[src/rtl/irq_ctrl.sv]
// Machine timer and external interrupt controller.
// Memory-mapped mtime/mtimecmp, enables, pending bits and prescaler.
module irq_ctrl (
   input  logic        clk,
   input  logic        rst,
   input  logic [2:0]  addr,
   input  logic        wen,
   input  logic        ren,
   input  logic [31:0] wdata,
   output logic [31:0] rdata,
   input  logic        ext_irq_in,
   input  logic        mie_global,
   input  logic        trap_ack,
   output logic        interrupt,
   output logic [31:0] irq_cause
);

   localparam logic [31:0] CAUSE_EXT = 32'h8000_000B;
   localparam logic [31:0] CAUSE_TMR = 32'h8000_0007;

   logic [63:0] mtime_q, mtime_d;
   logic [63:0] mtimecmp_q, mtimecmp_d;
   logic [1:0]  en_q, en_d;
   logic        pend_t_q, pend_t_d;
   logic        pend_e_q, pend_e_d;
   logic [15:0] presc_q, presc_d;
   logic [15:0] pcnt_q, pcnt_d;
   logic        sync1_q, sync1_d;
   logic        sync2_q, sync2_d;
   logic        sync3_q, sync3_d;
   logic [31:0] rdata_q, rdata_d;
   logic        irq_q, irq_d;
   logic [31:0] cause_q, cause_d;

   logic wr_mlo, wr_mhi, wr_presc, w1c, ext_rise, inc, ack_ext;

   // Write decode, prescaler tick and edge detection.
   always_comb begin
      wr_mlo   = wen && (addr == 3'd0);
      wr_mhi   = wen && (addr == 3'd1);
      wr_presc = wen && (addr == 3'd6);
      w1c      = wen && (addr == 3'd5) && wdata[1];
      ext_rise = sync2_q && !sync3_q;
      inc      = (pcnt_q == presc_q) && !(wr_mlo || wr_mhi);
      // trap_ack only counts as taking the external trap if one was raised.
      ack_ext  = trap_ack && irq_q && (cause_q == CAUSE_EXT);
   end

   // Next-state for timer, compare, enables and prescaler.
   always_comb begin
      mtime_d    = mtime_q;
      mtimecmp_d = mtimecmp_q;
      en_d       = en_q;
      presc_d    = presc_q;
      pcnt_d     = pcnt_q + 16'd1;
      if (wr_mlo || wr_mhi) begin
         if (wr_mlo) mtime_d[31:0]  = wdata;
         if (wr_mhi) mtime_d[63:32] = wdata;
      end else if (inc) begin
         mtime_d = mtime_q + 64'd1;
      end
      if (wr_mlo || wr_mhi || wr_presc || inc) pcnt_d = 16'd0;
      if (wen && addr == 3'd2) mtimecmp_d[31:0]  = wdata;
      if (wen && addr == 3'd3) mtimecmp_d[63:32] = wdata;
      if (wen && addr == 3'd4) en_d = wdata[1:0];
      if (wr_presc) presc_d = wdata[15:0];
   end

   // Next-state for synchronizer, pending bits and outputs.
   always_comb begin
      sync1_d  = ext_irq_in;
      sync2_d  = sync1_q;
      sync3_d  = sync2_q;
      pend_t_d = (mtime_q >= mtimecmp_q);
      pend_e_d = pend_e_q;
      if (ext_rise)            pend_e_d = 1'b1;
      else if (w1c || ack_ext) pend_e_d = 1'b0;
      irq_d = mie_global && ((pend_e_q && en_q[1]) ||
                             (pend_t_q && en_q[0])) && !trap_ack;
      if (trap_ack)                   cause_d = cause_q;
      else if (pend_e_q && en_q[1])   cause_d = CAUSE_EXT;
      else if (pend_t_q && en_q[0])   cause_d = CAUSE_TMR;
      else                            cause_d = 32'd0;
   end

   // Registered read port; value is taken before any same-cycle write.
   always_comb begin
      rdata_d = rdata_q;
      if (ren) begin
         case (addr)
            3'd0:    rdata_d = mtime_q[31:0];
            3'd1:    rdata_d = mtime_q[63:32];
            3'd2:    rdata_d = mtimecmp_q[31:0];
            3'd3:    rdata_d = mtimecmp_q[63:32];
            3'd4:    rdata_d = {30'd0, en_q};
            3'd5:    rdata_d = {30'd0, pend_e_q, pend_t_q};
            3'd6:    rdata_d = {16'd0, presc_q};
            default: rdata_d = 32'd0;
         endcase
      end
   end

   // State registers with synchronous reset.
   always_ff @(posedge clk) begin
      if (rst) begin
         mtime_q    <= 64'd0;
         mtimecmp_q <= '1;
         en_q       <= 2'd0;
         pend_t_q   <= 1'b0;
         pend_e_q   <= 1'b0;
         presc_q    <= 16'd0;
         pcnt_q     <= 16'd0;
         sync1_q    <= 1'b0;
         sync2_q    <= 1'b0;
         sync3_q    <= 1'b0;
         rdata_q    <= 32'd0;
         irq_q      <= 1'b0;
         cause_q    <= 32'd0;
      end else begin
         mtime_q    <= mtime_d;
         mtimecmp_q <= mtimecmp_d;
         en_q       <= en_d;
         pend_t_q   <= pend_t_d;
         pend_e_q   <= pend_e_d;
         presc_q    <= presc_d;
         pcnt_q     <= pcnt_d;
         sync1_q    <= sync1_d;
         sync2_q    <= sync2_d;
         sync3_q    <= sync3_d;
         rdata_q    <= rdata_d;
         irq_q      <= irq_d;
         cause_q    <= cause_d;
      end
   end

   assign rdata     = rdata_q;
   assign interrupt = irq_q;
   assign irq_cause = cause_q;

endmodule
[config.mk]
export PLATFORM = sky130hd
export DESIGN_NAME = irq_ctrl
export DESIGN_NICKNAME = d
export VERILOG_FILES = /design/src/rtl/irq_ctrl.sv
export SDC_FILE = /design/constraint.sdc
export NUM_CORES = 1
export LEC_CHECK = 0
export ABC_CLOCK_PERIOD_IN_PS = 3900
export BUFFER_PORTS_ARGS = -buffer_cell sky130_fd_sc_hd__clkbuf_2
export CELL_PAD_IN_SITES_DETAIL_PLACEMENT = 0
export CELL_PAD_IN_SITES_GLOBAL_PLACEMENT = 1
export CORE_MARGIN = 3
export CORE_UTILIZATION = 48
export DETAILED_ROUTE_END_ITERATION = 16
export GPL_TIMING_DRIVEN = 0
export PLACE_DENSITY_LB_ADDON = 0.2
export SKIP_LAST_GASP = 1
export SLEW_MARGIN = 20
export SYNTH_ARGS = -nofsm -noshare
export SYNTH_HDL_FRONTEND = slang
export SYNTH_SLANG_ARGS = --single-unit
[constraint.sdc]
create_clock -name clk -period 3.9 [get_ports clk]
set_input_delay 0.39 -clock clk [delete_from_list [all_inputs] [get_ports clk]]
set_output_delay 0.39 -clock clk [all_outputs]
set_load 0.01 [all_outputs]
==> flow_summary_export.csv <==
group,metric,value,unit
pwr,ir_drop,0.285,mV
critical_path,start_kind,"input port",
cts,clock-sinks,203,
timing,finalSetupViolCount,0,
grt,grt_pass1_wl,72900,um
routing,drc_errors,0,
placement,post_dp_cell_area,13100,sq um
routing,detail_route.vias_per_cell,6.41,
yosys,synth.top_cell.area_share,33.3,%
final_layout,final_area,13900,sq um
timing,worst_pin_slew,1200,ps
floorplan,start_util,49.5,%
cts,hold_buffers,0,
timing,rsz0062_at_grt,"false",
timing,min_period,3250,ps
routing,wl_per_cell,24.0,um
yosys,synth_edf_count,0,
yosys,synth-seq-cells,203,
routing,met3_length,5380,um
pwr,p_leak,5.80,nW
final_layout,n_antenna_cell,0,
cts,clk_latency,530,ps
pwr,p_sw,1.71,mW
routing,drtIter0Drc,1544,
cts,path_clk_slew,60,ps
floorplan,io_pins,107,
run_status,status,"finished, final reports clean",
routing,highest_layer,"met5",
critical_path,worstPathMaxFanout,10,
timing,max_slew_margin,19.3,%
pwr,p_total,5.54,mW
final_layout,fin_nets,1824,
grt,grt_max_degree,14,
cts,cts_made_buffers,25,
pwr,switching_share,30.9,%
yosys,yosysMostFrequentCell,"nand2_1",
routing,wl_met1,19700,um
final_layout,nFillCells,2343,
timing,fin_crit_sh,83.3,%
pwr,p_seq_share,41.3,%
critical_path,cp_common_cell,"clkbuf_1",
hold_path,min_path_type,"in2reg",
yosys,synth_area,12200,sq um
cts,post_cts_resize_count,0,
yosys,ys_seq_area_share,33.3,%
pwr,internal_power,3.83,mW
yosys,synth_common_cells,"nand2_1, dfxtp_1, a21oi_1",
grt,grt_remaining_overflow,0,
routing,drt_pre_antenna_iters,8,
grt,grt_pass1_vias,12181,
cts,cts.path.max_buffers,3,
timing,drv_slew,0,
yosys,synth_ff_type,"dfxtp_1",
cts,h-tree-depth,1,
yosys,yosysTopAreaCell,"dfxtp_1",
routing,wirelength,49400,um
floorplan,row_count,57,
timing,clock_skew,12.5,ps
routing,ant_nets,0,
critical_path,end_kind,"flip-flop",
pwr,p_comb_share,15.4,%
routing,routed-wl-met2,21700,um
critical_path,required,4340,ps
critical_path,path_class,"in2reg",
critical_path,crit_path_cell_trace,"clkbuf_1 -> nor3b_1 -> clkbuf_1 -> clkbuf_1 -> clkbuf_1 -> nand2_1 -> o21ai_0 -> nand2_1 -> a21oi_1",
pwr,powerDensity,398,nW/um^2
cts,clockRootBuffer,"clkbuf_16",
final_layout,syn2layout_area_growth,14.2,%
timing,hold_violations,0,
placement,gp_congestion,0.988,
yosys,ys_types,77,
floorplan,die-area,27300,sq um
timing,timing.setup.tns,0,ps
floorplan,die_w,165,um
critical_path,critical_path.max_stage_delay,700,ps
yosys,synth_area_leaders,"dfxtp_1, ha_1, nand2_1",
yosys,avgSynthCellArea,7.68,sq um
cts,cts_tree,"yes",
floorplan,core,24600,sq um
cts,post_cts_buffers,0,
grt,grtUsageTotal,35.1,%
run,drv_cap,0,
final_layout,layout.area.seq,4060,sq um
placement,place.port_buffers,76,
final_layout,final_layout_size_suffix_gt1_share,10.8,%
timing,fmax,0.308,GHz
yosys,synth_cells,1587,
critical_path,slowest_stage,"clkbuf_1",
yosys,yosysWarnings,0,
final_layout,multi_input_area,7320,sq um
routing,vias,13194,
critical_path,worst_ep_arrival_time,3690,ps
floorplan,die_h,165,um
yosys,synthArstFlopShare,0,%
grt,grt_antenna_before_repair,2,
placement,dp_hpwl,37500,um
pwr,p_clk_share,43.4,%
-- cell type report --
| class | count | share of cell area [%] |
|---|---|---|
| tap | 324 | 2.91 |
| multi-input combinational | 1198 | 52.6 |
| sequential | 203 | 29.2 |
| buffer | 132 | 4.39 |
| clock inverter | 12 | 0.872 |
| timing repair buffer | 76 | 2.73 |
| inverter | 80 | 2.16 |
| clock buffer | 33 | 5.14 |
-- worst max-delay path: cells and delay by family --
family,cells,cell delay [ps]
compound gates,2,280
buf+inv,4,2160
simple gates,3,840
-- cell families after synthesis --
logic type | share of synthesized area, %
DFF | 33.3
AOI/OAI and AO/OA | 25.3
and+or+nand+nor | 22.9
xor gates and xnor gates | 2.16
adders and majority gates | 6.77
other | 0.0308
buffers and inverters | 7.47
muxes | 1.94
-- final timing paths --
| kind | from | endpoint | slack [ps] | cells after the start |
|---|---|---|---|---|
| hold reg to reg | sync1_q$_SDFF_PP0_ | sync2_q$_SDFF_PP0_ | 440 | 1 |
| setup reg to reg | pcnt_q[4]$_SDFF_PP0_ | mtime_q[4]$_SDFFE_PP0P_ | 870 | 7 |
| setup / recovery | wen | mtime_q[23]$_SDFFE_PP0P_ | 650 | 9 |
| hold / removal | ext_irq_in | sync1_q$_SDFF_PP0_ | 90 | 2 |
-- stage by stage --
step / setup WS, ps / instances / utilization, % / hold WS (ps)
6_report: 652 / 2058 / 56.6 / 85.7
5_1_grt: 602 / 2058 / 56.6 / 84.0
4_1_cts: 776 / 2058 / 56.5 / 71.4
3_5_place_dp: 303 / 2013 / 53.1 / 424
3_3_place_gp: 306 / 2013 / 53.1 / 422
2_1_floorplan: 1520 / 1613 / - / 414
-- power groups by stage --
stage / Sequential, mW / Clock, mW / Combinational, mW
finish: 2.28 / 2.40 / 0.850
global route: 2.29 / 2.49 / 0.912
CTS: 2.28 / 2.41 / 0.816
detailed placement: 2.32 / 0 / 0.814
global placement: 2.32 / 0 / 0.809
floorplan: 2.28 / 0 / 0.500
-- registers in the layout (all words and copies together) (netlist names) --
name        flops
pend_e_q        1
irq_cause       3
sync1_q         1
mtimecmp_q     64
sync3_q         1
en_q            2
pcnt_q         16
pend_t_q        1
rdata          32
sync2_q         1
mtime_q        64
presc_q        16
interrupt       1
-- routing by layer --
metal / up-vias / global-route usage, %
met5: - / 0
met3: 185 / 7.11
li1: 5972 / -
met4: 4 / 15.6
met2: 811 / 56.3
met1: 6222 / 45.6
-- placed cells by master, fill, tap and decap left out, types with 66 or more instances in the layout --
cell | netlist | final
nand2_1 | 214 | 214
dfxtp_1 | 203 | 203
a21oi_1 | 158 | 158
nor2_1 | 116 | 116
clkbuf_1 | 87 | 89
o21ai_0 | 80 | 80
inv_1 | 79 | 79
clkbuf_2 | 0 | 76
o211ai_1 | 75 | 75
ha_1 | 66 | 66
(Power assumes the default switching activity.)
